### config.mk
export PLATFORM = sky130hd
export DESIGN_NAME = alu_op_issue
export DESIGN_NICKNAME = d
export VERILOG_FILES = /design/src/rtl/alu_pkg.sv /design/src/rtl/alu_op_decode.sv /design/src/rtl/alu_op_issue.sv
export SDC_FILE = /design/constraint.sdc
export NUM_CORES = 1
export LEC_CHECK = 0
export CORE_ASPECT_RATIO = 1.2
export CORE_MARGIN = 2
export CORE_UTILIZATION = 30
export CTS_CLUSTER_SIZE = 16
export DETAILED_ROUTE_END_ITERATION = 16
export PLACE_DENSITY = 0.74
export REMOVE_ABC_BUFFERS = 1
export SYNTH_ARGS = -nofsm -noshare
export SYNTH_HDL_FRONTEND = slang
export SYNTH_SLANG_ARGS = --single-unit
### constraint.sdc
create_clock -name clk -period 3 [get_ports clk]
set_input_delay 0.6 -clock clk [delete_from_list [all_inputs] [get_ports clk]]
set_output_delay 0.6 -clock clk [all_outputs]
set_load 0.005 [all_outputs]
### src/rtl/alu_pkg.sv
// Shared ALU issue definitions: operation codes, op-class encodings and funct7 patterns.
// The base (funct7 = 0x00) operation for each funct3 is provided as a helper.
package alu_pkg;

  typedef enum logic [3:0] {
    ALU_AND = 4'b0000,
    ALU_OR  = 4'b0001,
    ALU_ADD = 4'b0010,
    ALU_SLL = 4'b0011,
    ALU_XOR = 4'b0100,
    ALU_SRL = 4'b0101,
    ALU_SUB = 4'b0110,
    ALU_EQ  = 4'b1000,
    ALU_SRA = 4'b1010,
    ALU_SLT = 4'b1100
  } alu_op_e;

  localparam logic [1:0] ALU_CLASS_MEM    = 2'b00;
  localparam logic [1:0] ALU_CLASS_BRANCH = 2'b01;
  localparam logic [1:0] ALU_CLASS_RTYPE  = 2'b10;
  localparam logic [1:0] ALU_CLASS_ITYPE  = 2'b11;

  localparam logic [6:0] FUNCT7_BASE = 7'h00;
  localparam logic [6:0] FUNCT7_ALT  = 7'h20;

  // funct3  011 has no entry; callers must treat it as illegal before using this.
  function automatic alu_op_e base_op(input logic [2:0] funct3);
    alu_op_e op;
    case (funct3)
      3'b000:  op = ALU_ADD;
      3'b001:  op = ALU_SLL;
      3'b010:  op = ALU_SLT;
      3'b100:  op = ALU_XOR;
      3'b101:  op = ALU_SRL;
      3'b110:  op = ALU_OR;
      default: op = ALU_AND;
    endcase
    return op;
  endfunction

endpackage

### src/rtl/alu_op_decode.sv
// Pure combinational decode of {op class, funct3, funct7} into the ALU Operation code.
// Encodings with no ALU meaning raise illegal and report Operation 0000.
module alu_op_decode
  import alu_pkg::*;
(
  input  logic [1:0] op_class,
  input  logic [2:0] funct3,
  input  logic [6:0] funct7,
  output alu_op_e    operation,
  output logic       illegal
);

  logic f7_base;
  logic f7_alt;

  assign f7_base = (funct7 == FUNCT7_BASE);
  assign f7_alt  = (funct7 == FUNCT7_ALT);

  always_comb begin
    operation = ALU_AND;
    illegal   = 1'b0;
    case (op_class)
      ALU_CLASS_MEM: operation = ALU_ADD;
      ALU_CLASS_BRANCH: begin
        case (funct3[2:1])
          2'b00:   operation = ALU_EQ;
          2'b10:   operation = ALU_SLT;
          default: illegal   = 1'b1;
        endcase
      end
      default: begin
        // R-type and I-type share one table; only funct3 000 differs (I-type ignores funct7).
        case (funct3)
          3'b000: begin
            if (op_class == ALU_CLASS_ITYPE || f7_base) operation = ALU_ADD;
            else if (f7_alt)                            operation = ALU_SUB;
            else                                        illegal   = 1'b1;
          end
          3'b101: begin
            if (f7_base)     operation = ALU_SRL;
            else if (f7_alt) operation = ALU_SRA;
            else             illegal   = 1'b1;
          end
          3'b011: illegal = 1'b1;
          default: begin
            if (f7_base) operation = base_op(funct3);
            else         illegal   = 1'b1;
          end
        endcase
      end
    endcase
  end

endmodule

### src/rtl/alu_op_issue.sv
// ID/EX issue register: decodes the ALU operation, selects operands and hands one micro-op
// per valid/ready transfer to the ALU. ALU_ISSUE_SKID_EN adds a one-entry skid buffer.
//
// Handshake: a transfer happens on a rising edge where valid && ready; a producer holding
// valid must keep its payload stable until the transfer. flush wins over every transfer.
module alu_op_issue
  import alu_pkg::*;
#(
  parameter int DATA_WIDTH    = 32,
  parameter int OPCODE_LENGTH = 4
) (
  input  logic                     clk,
  input  logic                     rst_n,
  input  logic                     flush,
  input  logic                     in_valid,
  output logic                     in_ready,
  input  logic [1:0]               alu_op_class,
  input  logic [2:0]               funct3,
  input  logic [6:0]               funct7,
  input  logic                     alu_src,
  input  logic [DATA_WIDTH-1:0]    rs1_data,
  input  logic [DATA_WIDTH-1:0]    rs2_data,
  input  logic [DATA_WIDTH-1:0]    imm,
  output logic                     out_valid,
  input  logic                     out_ready,
  output logic [DATA_WIDTH-1:0]    SrcA,
  output logic [DATA_WIDTH-1:0]    SrcB,
  output logic [OPCODE_LENGTH-1:0] Operation,
  output logic                     illegal
);

  alu_op_e                  dec_op;
  logic                     dec_illegal;
  logic [DATA_WIDTH-1:0]    src_b_sel;
  logic [OPCODE_LENGTH-1:0] dec_code;
  logic                     in_fire;

  alu_op_decode u_decode (
    .op_class  (alu_op_class),
    .funct3    (funct3),
    .funct7    (funct7),
    .operation (dec_op),
    .illegal   (dec_illegal)
  );

  assign src_b_sel = alu_src ? imm : rs2_data;
  assign dec_code  = OPCODE_LENGTH'(dec_op);

`ifdef ALU_ISSUE_SKID_EN
  logic                     skid_valid;
  logic [DATA_WIDTH-1:0]    skid_a;
  logic [DATA_WIDTH-1:0]    skid_b;
  logic [OPCODE_LENGTH-1:0] skid_op;
  logic                     skid_illegal;
  logic                     in_ready_q;

  // Registered ready breaks the out_ready -> in_ready path; the skid absorbs the extra accept.
  assign in_ready = in_ready_q;
  assign in_fire  = in_valid && in_ready_q;

  always_ff @(posedge clk or negedge rst_n) begin
    if (!rst_n) begin
      out_valid    <= 1'b0;
      SrcA         <= '0;
      SrcB         <= '0;
      Operation    <= '0;
      illegal      <= 1'b0;
      skid_valid   <= 1'b0;
      skid_a       <= '0;
      skid_b       <= '0;
      skid_op      <= '0;
      skid_illegal <= 1'b0;
      in_ready_q   <= 1'b1;
    end else if (flush) begin
      out_valid  <= 1'b0;
      skid_valid <= 1'b0;
      in_ready_q <= 1'b1;
    end else if (!out_valid || out_ready) begin
      // Output slot frees up: the older skid entry goes first to keep order.
      if (skid_valid) begin
        out_valid  <= 1'b1;
        SrcA       <= skid_a;
        SrcB       <= skid_b;
        Operation  <= skid_op;
        illegal    <= skid_illegal;
        skid_valid <= 1'b0;
        in_ready_q <= 1'b1;
      end else if (in_fire) begin
        out_valid <= 1'b1;
        SrcA      <= rs1_data;
        SrcB      <= src_b_sel;
        Operation <= dec_code;
        illegal   <= dec_illegal;
      end else begin
        out_valid <= 1'b0;
      end
    end else if (in_fire) begin
      skid_valid   <= 1'b1;
      skid_a       <= rs1_data;
      skid_b       <= src_b_sel;
      skid_op      <= dec_code;
      skid_illegal <= dec_illegal;
      in_ready_q   <= 1'b0;
    end
  end
`else
  logic out_fire;

  assign in_ready = !out_valid || out_ready;
  assign in_fire  = in_valid && in_ready;
  assign out_fire = out_valid && out_ready;

  always_ff @(posedge clk or negedge rst_n) begin
    if (!rst_n) begin
      out_valid <= 1'b0;
      SrcA      <= '0;
      SrcB      <= '0;
      Operation <= '0;
      illegal   <= 1'b0;
    end else if (flush) begin
      out_valid <= 1'b0;
    end else if (in_fire) begin
      out_valid <= 1'b1;
      SrcA      <= rs1_data;
      SrcB      <= src_b_sel;
      Operation <= dec_code;
      illegal   <= dec_illegal;
    end else if (out_fire) begin
      out_valid <= 1'b0;
    end
  end
`endif

endmodule

==> impl_metrics.csv <==
group,metric,value,unit
run_status,status,"finished, final reports clean",
power,swShare,0.239,
routing,drt_wl_total,8380,um
cts,htreeDepth,3,
logic_synthesis,syn_inst,268,
cts,clock_tree.root_cell,"clkbuf_16",
critical_path,reg2reg_slack,1190,ps
placed_design,pre_cts_ws,569,ps
cts,clock_latency,320,ps
power,switchingPower,0.684,mW
placed_design,portBuffers,184,
die,die_area,0.0112,mm2
critical_path,worstSetupStartpointType,"primary input",
finish,fillers,899,
finish,drive_above_1_share,0.0595,
routing,drc,0,
routing,vias,2680,
logic_synthesis,synth_top_area_cell,"dfrtp_1",
cts,clk_pin_slew_worst_paths,50,ps
power,combPwrFrac,0.261,
global_route,grt_max_degree,90,
logic_synthesis,async_flop_share,1.00,
power,p_int,2.17,mW
cts,ctsResizeCount,0,
timing,max_freq,421,MHz
global_route,grt_pass1_wl,13600,um
logic_synthesis,synthDistinctLibCells,33,
die,die_y,116,um
cts,numClockSinks,70,
logic_synthesis,synth_flop_cell,"dfrtp_1",
cts,clk_path_buf_depth,2,
timing,finalWorstSetupSlack,625,ps
logic_synthesis,yosys-top-cells-area,"dfrtp_1, mux2_1, mux2i_1",
timing,worstMarginPinSlew,931,ps
timing,max_slew_margin,0.380,
finish,final-seq-area,0.00175,mm2
critical_path,r2r-start,"out_valid",
logic_synthesis,mappedNetlistArea,0.00312,mm2
min_path,holdCritPathClass,"in2async",
placed_design,place.gp.congestion,0.808,
run,drv_cap,0,
critical_path,crit_type,"in2out",
timing,drv_slew,0,
placed_design,dp_hpwl,6520,um
global_route,grt_pass1_vias,2782,
finish,diodes,0,
power,p_seq_frac,0.412,
timing,tns,0,ps
critical_path,critical_path_required,2400,ps
routing,wl_per_cell,14.5,um
cts,hold_buffers,0,
logic_synthesis,yosysMostFrequentCell,"dfrtp_1",
timing,whs,374,ps
power,power_density,534,mW/mm2
logic_synthesis,avgSynthCellArea,11.6,um2
die,coreArea,0.0101,mm2
critical_path,arrival,1780,ps
finish,multiInputGateArea,0.00127,mm2
routing,drtPass1Iterations,4,
finish,nNetsFinal,563,
cts,cts_setup_buffers,0,
global_route,grt_usage,0.151,
critical_path,path_max_fanout,3,
die,fp.dieW,97.1,um
timing,period_needed,2380,ps
global_route,antenna_found_initial,0,
timing,rsz0062_at_grt,"false",
routing,drt-initial-drc-count,47,
logic_synthesis,synth_edf_count,0,
routing,antenna_left,0,
finish,area_growth,71.6,%
cts,cts_buffers,9,
global_route,overflow,0,
logic_synthesis,seq_area_frac_synth,0.561,
logic_synthesis,ys_ff_latch,70,
logic_synthesis,synth_common_cells,"dfrtp_1, nor2_1, a21oi_1",
timing,fin_crit_sh,0.792,
critical_path,reg2reg_to,"Operation[2]",
critical_path,r2r_cells,6,
power,leakagePower,2.20,nW
cts,cts_tree,"done",
logic_synthesis,synth_top_area_share,0.561,
power,pwr-share-clk,0.327,
timing,hold_viol_final,0,
power,ir_drop,0.308,mV
die,initial_core_util,0.310,
routing,post_drt_via_cell_ratio,4.62,
timing,setup_viol,0,
die,rows,40,
logic_synthesis,yosys_warnings,0,
critical_path,critPathCaptureType,"primary output",
timing,fin_skew,3.38,ps
die,num_io_pins,185,
power by group through the flow:
stage,registers (mW),logic [mW],clock network (mW)
floorplan,1.20,0.193,0
global placement,1.19,0.742,0
detailed placement,1.19,0.759,0
CTS,1.18,0.761,0.968
global route,1.20,0.812,1.01
finish,1.18,0.745,0.935
worst max path at each step:
stage | from | to | slack, ps
floorplan | out_ready | Operation[1] | -5100
global placement | out_ready | Operation[2] | 650
detailed placement | out_ready | Operation[2] | 570
CTS | out_ready | in_ready | 610
global route | out_ready | in_ready | 570
finish | out_ready | in_ready | 620
layer usage:
metal,routed length (um),global-route usage,vias up
met5,0,0,-
met4,219,0.0667,0
met3,666,0.0531,14
met2,4350,0.267,115
met1,3140,0.166,1246
li1,-,-,1305
critical path, stage by stage:
cell             delay (ps)
clkdlybuf4s50_1         400
nor2b_1                 240
inv_1                    80
clkdlybuf4s50_1         460
kinds of logic after synthesis:
family / count (synthesis) / share of synthesized area
AOI/OAI and AO/OA: 55 / 0.103
and+or+nand+nor: 56 / 0.0846
buffers and inverters: 23 / 0.0333
muxes: 64 / 0.218
DFF: 70 / 0.561
placed cells by master, fill, tap and decap left out, types with 3 or more instances in the layout:
| cell | instances |
|---|---|
| clkinv_2 | 3 |
| clkdlybuf4s50_1 | 182 |
| inv_1 | 4 |
| nand2_1 | 6 |
| dfrtp_1 | 70 |
| mux2i_1 | 32 |
| mux2_1 | 32 |
| a21oi_1 | 36 |
| o21ai_0 | 4 |
| clkbuf_16 | 9 |
| nor2b_1 | 3 |
| nor2_1 | 38 |
sequential cells by signal, indices dropped and copies added (netlist names):
name and cells:
Operation 4, SrcA 32, SrcB 32, illegal 1, out_valid 1
cell type report:
type | instances | share of cell area
timing repair buffer | 188 | 0.352
sequential | 70 | 0.327
multi-input combinational | 175 | 0.237
clock buffer | 12 | 0.0460
tap | 126 | 0.0294
clock inverter | 4 | 0.00421
inverter | 5 | 0.00351
stage by stage:
stage,power [mW],std cells,area [um2],utilization
floorplan,1.40,250,3040,-
global placement,1.93,564,5080,0.505
global route,3.02,580,5350,0.532
finish,2.86,580,5350,0.532
CTS,2.91,580,5350,0.532
detailed placement,1.95,564,5080,0.505
(Power assumes the default switching activity.)
